[config.mk]
export PLATFORM = sky130hd
export DESIGN_NAME = uart_bus_master
export DESIGN_NICKNAME = d
export VERILOG_FILES = /design/src/rtl/uart_bus_master.sv
export SDC_FILE = /design/constraint.sdc
export NUM_CORES = 1
export LEC_CHECK = 0
export ABC_AREA = 0
export CORE_ASPECT_RATIO = 0.6
export CORE_MARGIN = 4
export CORE_UTILIZATION = 30
export CTS_BUF_LIST = sky130_fd_sc_hd__clkbuf_8
export DETAILED_ROUTE_END_ITERATION = 8
export GPL_ROUTABILITY_DRIVEN = 0
export RECOVER_POWER = 25
export REMOVE_ABC_BUFFERS = 1
export SLEW_MARGIN = 20
export SYNTH_ARGS = -nofsm -noshare
export SYNTH_HDL_FRONTEND = slang
export SYNTH_SLANG_ARGS = --single-unit
[constraint.sdc]
create_clock -name clk -period 2.9 [get_ports clk]
set_input_delay 0.58 -clock clk [delete_from_list [all_inputs] [get_ports clk]]
set_output_delay 0.58 -clock clk [all_outputs]
set_load 0.02 [all_outputs]
[src/rtl/uart_bus_master.sv]
// UART debug bridge: parses 'W'/'R' byte commands, issues one native-bus transfer as
// initiator and streams the response bytes back to the UART transmitter.
module uart_bus_master #(
    parameter int unsigned TIMEOUT_CYCLES = 1024,
    parameter int unsigned GAP_CYCLES     = 65536
) (
    input  logic        clk,
    input  logic        rstn,
    input  logic [7:0]  rx_data,
    input  logic        rx_valid,
    output logic [7:0]  tx_data,
    output logic        tx_valid,
    input  logic        tx_ready,
    output logic        mem_valid,
    input  logic        mem_ready,
    output logic [31:0] mem_addr,
    output logic [31:0] mem_wdata,
    output logic [3:0]  mem_wstrb,
    input  logic [31:0] mem_rdata,
    output logic        busy
);
    localparam logic [7:0] OpWrite     = 8'h57;
    localparam logic [7:0] OpRead      = 8'h52;
    localparam logic [7:0] RespOk      = 8'h4B;
    localparam logic [7:0] RespBad     = 8'h3F;
    localparam logic [7:0] RespTimeout = 8'h54;

    typedef enum logic [2:0] {IDLE, ADDR, DATA, BUS, RESP} state_t;

    state_t      state;
    logic        is_write;
    logic [1:0]  byte_cnt;
    logic [31:0] addr_q;
    logic [31:0] gap_cnt;
    logic [31:0] tmo_cnt;
    logic [23:0] resp_sr;
    logic [1:0]  resp_left;

    assign mem_addr = {addr_q[31:2], 2'b00};
    assign busy     = (state != IDLE);

    always_ff @(posedge clk or negedge rstn) begin
        if (!rstn) begin
            state     <= IDLE;
            is_write  <= 1'b0;
            byte_cnt  <= '0;
            addr_q    <= '0;
            mem_wdata <= '0;
            mem_wstrb <= '0;
            mem_valid <= 1'b0;
            tx_data   <= '0;
            tx_valid  <= 1'b0;
            resp_sr   <= '0;
            resp_left <= '0;
            gap_cnt   <= '0;
            tmo_cnt   <= '0;
        end else begin
            unique case (state)
                IDLE: begin
                    if (rx_valid) begin
                        byte_cnt <= '0;
                        gap_cnt  <= '0;
                        if (rx_data == OpWrite || rx_data == OpRead) begin
                            is_write <= (rx_data == OpWrite);
                            state    <= ADDR;
                        end else begin
                            tx_data   <= RespBad;
                            tx_valid  <= 1'b1;
                            resp_left <= '0;
                            state     <= RESP;
                        end
                    end
                end
                ADDR, DATA: begin
                    // A byte landing on the expiry cycle wins over the gap timeout.
                    if (rx_valid) begin
                        gap_cnt  <= '0;
                        byte_cnt <= byte_cnt + 2'd1;
                        if (state == ADDR) begin
                            addr_q <= {addr_q[23:0], rx_data};
                        end else begin
                            mem_wdata <= {mem_wdata[23:0], rx_data};
                        end
                        if (byte_cnt == 2'd3) begin
                            if (state == ADDR && is_write) begin
                                state <= DATA;
                            end else begin
                                state     <= BUS;
                                tmo_cnt   <= '0;
                                mem_wstrb <= is_write ? 4'hF : 4'h0;
                            end
                        end
                    end else if (gap_cnt == GAP_CYCLES - 1) begin
                        state <= IDLE;
                    end else begin
                        gap_cnt <= gap_cnt + 32'd1;
                    end
                end
                BUS: begin
                    // Ready is checked before the timeout so a late completion still succeeds.
                    if (!mem_valid) begin
                        mem_valid <= 1'b1;
                    end else if (mem_ready) begin
                        mem_valid <= 1'b0;
                        mem_wstrb <= '0;
                        tx_valid  <= 1'b1;
                        state     <= RESP;
                        if (is_write) begin
                            tx_data   <= RespOk;
                            resp_left <= '0;
                        end else begin
                            tx_data   <= mem_rdata[31:24];
                            resp_sr   <= mem_rdata[23:0];
                            resp_left <= 2'd3;
                        end
                    end else if (tmo_cnt == TIMEOUT_CYCLES - 1) begin
                        mem_valid <= 1'b0;
                        mem_wstrb <= '0;
                        tx_data   <= RespTimeout;
                        tx_valid  <= 1'b1;
                        resp_left <= '0;
                        state     <= RESP;
                    end else begin
                        tmo_cnt <= tmo_cnt + 32'd1;
                    end
                end
                RESP: begin
                    if (tx_valid && tx_ready) begin
                        if (resp_left == 2'd0) begin
                            tx_valid <= 1'b0;
                            state    <= IDLE;
                        end else begin
                            tx_data   <= resp_sr[23:16];
                            resp_sr   <= {resp_sr[15:0], 8'h00};
                            resp_left <= resp_left - 2'd1;
                        end
                    end
                end
                default: state <= IDLE;
            endcase
        end
    end
endmodule

==> out/results.tsv, run 1 <==
stage	metric	value	unit
power	p_leak	4.44	nW
synthesis	synth_area	8320	um2
grt	grt_pass1_wl	33.0	mm
sta	clock-skew-final	15.0	ps
sta	holdWs	473	ps
power	power	7.79	mW
flow_run	cap_viol_max_count	1	
power	power_density	757	nW/um2
layout	drive_above_1_share	0.158	
sta	worst_slew_pin_slew	1720	ps
sta	hold_viol	0	
grt	grt_pass1_vias	6048	
status	status	complete, but fails checks	
cts	cts_resized	0	
layout	antenna_cells	0	
floorplanning	initial_core_util	0.310	
grt	grt_max_degree	67	
layout	syn2layout_area_growth	23.7	%
placement	dpl_cell_area	9860	um2
power	ir_worst_vdd	0.463	mV
route	via_count	6247	
cts	clk_path_buf_depth	2	
cts	insertion_delay	480	ps
layout	nNetsFinal	966	
layout	fillers	2678	
sta	setup_violations	0	
route	drc	0	
cts	cts_buffers	17	
critical_path	crit_required	2320	ps
synthesis	ys_async_sr_fraction	1.00	
sta	finalSetupTns	0	ps
sta	max_freq	0.383	GHz
floorplanning	ios	124	
critical_path	cp.arrival	2030	ps
cts	cts_setup_buffers	0	
critical_path	crit_type	flip-flop to primary output	
cts	cts_max_level	4	
synthesis	avgSynthCellArea	10.2	um2
cts	hold_buffers	0	
critical_path	r2r_cells	8	
grt	antenna_found_initial	0	
synthesis	ys_seq_area_frac	0.514	
cts	clockRootBuffer	clkbuf_8	
layout	utilization	0.383	
power	switching_power	2.67	mW
power	clkPwrFrac	0.239	
cts	clk_pin_slew_worst_paths	90	ps
placement	dp_cells	1258	
cts	cts_tree	done	
placement	preCtsSetupSlack	61.8	ps
synthesis	ys_ff_latch	171	
synthesis	synth_cell_type_count	58	
grt	grt_overflow_total	0	
cts	cts.sinks	171	
layout	final_cell_area	10300	um2
synthesis	synth_edf_count	0	
placement	dp_hpwl	14.3	mm
route	post_drt_wl_per_cell	15.7	um
layout	final_cells	1290	
floorplanning	die_y	137	um
sta	slew_viol_final	65	
grt	grt.total_usage	0.135	
hold_path	hp-class	flip-flop to flip-flop	
power	netSwitchingFraction	0.342	
sta	fin_ws	288	ps
floorplanning	core	26900	um2
power	pwr-share-comb	0.341	
placement	port_buffers	121	
synthesis	yosys_most_used_dff	dfrtp_1	
critical_path	crit_fanout	11	
power	p_seq_frac	0.420	
sta	finalCritPeriodShare	0.901	
critical_path	crit_path_end_kind	primary output	
critical_path	crit_path_start_kind	flip-flop	
route	ant_nets	0	
route	drt_iter0_drc	418	
sta	min_period	2610	ps
sta	max-slew-margin-rel	-0.150	
hold_path	min_path_cells	2	
synthesis	ys_warn_count	0	
route	dr.pass1.iters	5	
sta	rsz0062_at_grt	no	
critical_path	regToRegSetupSlack	300	ps
status	violations	capacitance limit, slew limit	
route	wl	20.2	mm
floorplanning	die_x	223	um
power	p_int	5.12	mW
route	routed_via_density	4.84	
synthesis	postSynthCellCount	817	
floorplanning	row_count	46	
floorplanning	die_area	30600	um2
==> sequential cells by signal, indices dropped and copies added (netlist names) <==
name,cells
tx_valid,1
mem_valid,1
addr_q,32
state,3
resp_left,2
is_write,1
byte_cnt,2
mem_wstrb,1
gap_cnt,32
tmo_cnt,32
resp_sr,24
tx_data,8
mem_wdata,32
==> Yosys cell counts, types with 5 or more instances <==
cell / number / area [um2]
o21ai_0: 33 / 165
nand3_1: 40 / 200
nor3b_1: 6 / 45.0
and2_1: 5 / 31.3
or3_1: 15 / 93.8
xnor2_1: 25 / 219
clkbuf_1: 25 / 93.8
nand4_1: 14 / 87.6
a21oi_1: 25 / 125
mux2_2: 64 / 721
mux2_4: 6 / 90.1
nand2_1: 84 / 315
nor3_1: 20 / 100
buf_2: 6 / 30.0
nor4_1: 19 / 119
nor2_1: 85 / 319
buf_4: 36 / 270
inv_1: 16 / 60.1
a31oi_1: 20 / 125
and3_1: 7 / 43.8
dfrtp_1: 171 / 4280
or4_1: 6 / 45.0
xor2_1: 18 / 158
==> logic make-up after synthesis <==
logic type / count (synthesis) / share of synthesized area
buffers and inverters: 88 / 0.0595
adders and majority gates: 4 / 0.00601
xor gates and xnor gates: 43 / 0.0452
muxes: 72 / 0.0998
other: 1 / 0.000450
AOI/OAI and AO/OA: 106 / 0.0771
DFF: 171 / 0.514
and+or+nand+nor: 332 / 0.198
==> cell type report <==
cell class                 instances  area, um2  share of cell area
clock inverter                    12        160              0.0156
sequential                       171       4280               0.416
inverter                          16       60.1             0.00583
tap                              360        450              0.0438
clock buffer                      20        275              0.0267
multi-input combinational        559       3580               0.348
timing repair buffer             152       1490               0.145
==> path summary, 6_finish.rpt <==
check                               to       start
min                         resp_sr[4]  resp_sr[4]
max reg2reg                 tx_data[1]  tmo_cnt[0]
min in group asynchronous    addr_q[4]        rstn
min reg2reg                 resp_sr[4]  resp_sr[4]
max                               busy    state[1]
max in group asynchronous  gap_cnt[20]        rstn
==> layout by cell type (no fill, tap or decap), types with 5 or more instances in the layout <==
master / instances
dfrtp_1: 171
clkdlybuf4s50_1: 120
nor2_1: 85
nand2_1: 84
mux2_2: 64
nand3_1: 40
o21ai_0: 33
buf_4: 27
a21oi_1: 25
xnor2_1: 25
nor3_1: 20
a31oi_1: 20
clkbuf_8: 20
nor4_1: 18
xor2_1: 18
inv_1: 17
or3_1: 15
nand4_1: 14
and3_1: 7
mux2_4: 6
or4_1: 6
and2_1: 5
nor3b_1: 5
==> per-layer routing <==
| layer | share of wire | routed length [um] | vias up | GRT usage |
|---|---|---|---|---|
| met2 | 0.42 | 8450 | 121 | 0.186 |
| met5 | 0 | 0 | - | 0 |
| met3 | 0.052 | 1050 | 17 | 0.0392 |
| met4 | 0.010 | 206 | 0 | 0.0349 |
| li1 | - | - | 3040 | - |
| met1 | 0.52 | 10500 | 3069 | 0.204 |
==> worst max-delay path: stages, from the launching register on <==
cell,delay [ps]
dfrtp_1,530
or3_1,450
clkdlybuf4s50_1,570
==> power by group through the flow <==
stage	combinational [mW]	sequential [mW]	clock, mW
after floorplan	1.10	3.61	0
after global placement	2.66	3.31	0
after detailed placement	2.70	3.32	0
after CTS	2.70	3.28	1.94
after global routing	2.89	3.35	2.04
final	2.66	3.27	1.86
(Power assumes the default switching activity.)
==> run 2: changes to the inputs <==
- SLEW_MARGIN: 20 -> unset
==> results of run 2 <==
No change in the layout: final DEF, timing and power equal those of run 1.
==> run 3: changes to the inputs <==
- ABC_CLOCK_PERIOD_IN_PS: unset -> 2900
- CORE_UTILIZATION: 30 -> 45
- GPL_ROUTABILITY_DRIVEN: 0 -> 1
- PLACE_DENSITY: unset -> 0.68
==> out/results.tsv, run 3 (synthesis results as in run 1) <==
stage	metric	value	unit	change
grt	grt_pass1_wl	31.3	mm	was 33.0 mm
layout	final_common_cell	dfrtp_1		unchanged
layout	layout_common_cells	dfrtp_1 (171), clkdlybuf4s50_1 (120), nor2_1 (85)		unchanged
grt	grt.total_usage	0.185		was 0.135
floorplanning	ios	124		unchanged
sta	max-slew-margin-rel	-0.232		was -0.150
layout	drive_above_1_share	0.160		was 0.158
critical_path	worst-path-buf-inv	1		unchanged
layout	nNetsFinal	967		was 966
placement	dp_hpwl	13.4	mm	was 14.3 mm
cts	hold_buffers	0		unchanged
floorplanning	die_y	113	um	was 137 um
grt	antenna_found_initial	0		unchanged
floorplanning	initial_core_util	0.460		was 0.310
sta	clock-skew-final	14.3	ps	was 15.0 ps
cts	insertion_delay	450	ps	was 480 ps
grt	grt_pass1_vias	6016		was 6048
route	drt_iter0_drc	429		was 418
route	routed_via_density	5.34		was 4.84
hold_path	min_path_cells	2		unchanged
cts	cts.sinks	171		unchanged
critical_path	crit_family	compound AO/OA/AOI/OAI gates		was buffers and inverters
floorplanning	row_count	38		was 46
floorplanning	die_x	184	um	was 223 um
critical_path	cp.arrival	2970	ps	was 2030 ps
critical_path	crit_type	flip-flop to flip-flop		was flip-flop to primary output
critical_path	crit_required	3230	ps	was 2320 ps
cts	cts_resized	0		unchanged
hold_path	hp-class	flip-flop to flip-flop		unchanged
placement	place.gp.congestion	0.821		
power	ir_worst_vdd	0.383	mV	was 0.463 mV
layout	syn2layout_area_growth	21.6	%	was 23.7%
cts	cts_buffers	17		unchanged
route	via_count	6255		was 6247
critical_path	crit_path_top_delay_cell	dfrtp_1		was clkdlybuf4s50_1
sta	holdWs	475	ps	was 473 ps
sta	setup_violations	0		unchanged
power	p_leak	4.44	nW	about the same
floorplanning	core	18100	um2	was 26900 um2
critical_path	crit_path_end_kind	flip-flop		was primary output
status	status	complete, but fails checks		unchanged
route	post_drt_wl_per_cell	16.0	um	was 15.7 um
cts	clk_pin_slew_worst_paths	100	ps	was 90 ps
flow_run	cap_viol_max_count	1		unchanged
sta	rsz0062_at_grt	no		unchanged
grt	grt_max_degree	73		was 67
sta	slew_viol_final	71		was 65
route	wl	18.7	mm	was 20.2 mm
layout	antenna_cells	0		unchanged
route	drc	0		unchanged
route	wl_met1	9.84	mm	was 10.5 mm
sta	hold_viol	0		unchanged
power	power_density	756	nW/um2	was 757 nW/um2
sta	worst_slew_pin_slew	1850	ps	was 1720 ps
route	dr.pass1.iters	5		unchanged
critical_path	crit_chain	nor4_1, nand4_1, o31a_1, a211o_2, o21bai_1, buf_4, mux2_4		was or3_1, clkdlybuf4s50_1
critical_path	cp.depth	7		was 2
route	dr_wl_met2	7.66	mm	was 8.45 mm
critical_path	critPathMaxStageDelay	430	ps	was 570 ps
status	violations	capacitance limit, slew limit		unchanged
layout	utilization	0.559		was 0.383
cts	clockRootBuffer	clkbuf_8		unchanged
sta	min_period	2630	ps	was 2610 ps
critical_path	r2r_cells	7		was 8
route	ant_nets	0		unchanged
route	top_layer	met4		unchanged
grt	grt_overflow_total	0		unchanged
cts	cts_max_level	4		unchanged
sta	finalCritPeriodShare	0.908		was 0.901
cts	clk_path_buf_depth	2		unchanged
cts	cts_tree	done		unchanged
route	dr_wl_met3	1.07	mm	was 1.05 mm
cts	cts_setup_buffers	0		unchanged
critical_path	crit_fanout	5		was 11
placement	port_buffers	121		unchanged
floorplanning	die_area	20800	um2	was 30600 um2
critical_path	crit_path_start_kind	flip-flop		unchanged
sta	max_freq	0.380	GHz	was 0.383 GHz
power	power	7.65	mW	was 7.79 mW
## run 3: layout make-up
cell class,count,area (um2)
fillers,1550,7990
flip-flops and latches,171,4280
multi-input cells,559,3580
repair buffers,153,1500
well taps,240,300
clock buffers,18,248
clock inverters,14,161
inverters,16,60.1
## run 3: per-stage QoR
| stage | instances | worst slack (ps) | TNS, ps | instance area [um2] |
|---|---|---|---|---|
| finish | 1171 | 267 | 0 | 10100 |
| CTS | 1171 | 300 | 0 | 10100 |
| global placement | 1139 | -44.7 | -246 | 9720 |
| detailed placement | 1139 | -6.07 | -25.7 | 9720 |
| global route | 1171 | 161 | 0 | 10100 |
| floorplan | 746 | -2410 | -150150 | 7890 |
## run 3: worst register-to-register path: cells and delay by family, from the launching register on
kind	cells	cell delay, ps
AO/OA/AOI/OAI	3	960
buffers and inverters	1	190
flip-flops	1	430
multiplexers	1	290
AND/OR/NAND/NOR	2	630
## run 3: path summary, 6_finish.rpt
kind	from	slack, ps	endpoint
setup / recovery	tmo_cnt[28]	270	tx_data[3]
hold / removal	resp_sr[1]	480	resp_sr[1]
setup reg to reg	tmo_cnt[28]	270	tx_data[3]
hold reg to reg	resp_sr[1]	480	resp_sr[1]
max in group asynchronous	rstn	1170	tx_data[3]
min in group asynchronous	rstn	600	tmo_cnt[16]
## run 3: where the power goes
group	total, mW	internal, mW	leakage (nW)	switching (mW)
combinational	2.64	1.28	1.96	1.36
sequential	3.28	2.90	2.27	0.376
clock	1.74	0.809	0.207	0.931
total	7.65	4.99	4.44	2.66
## run 3: per-layer routing
metal	vias to the layer above	track usage
li1	3046	-
met1	3041	0.299
met2	152	0.250
met3	16	0.0434
met4	0	0.0352
met5	-	0
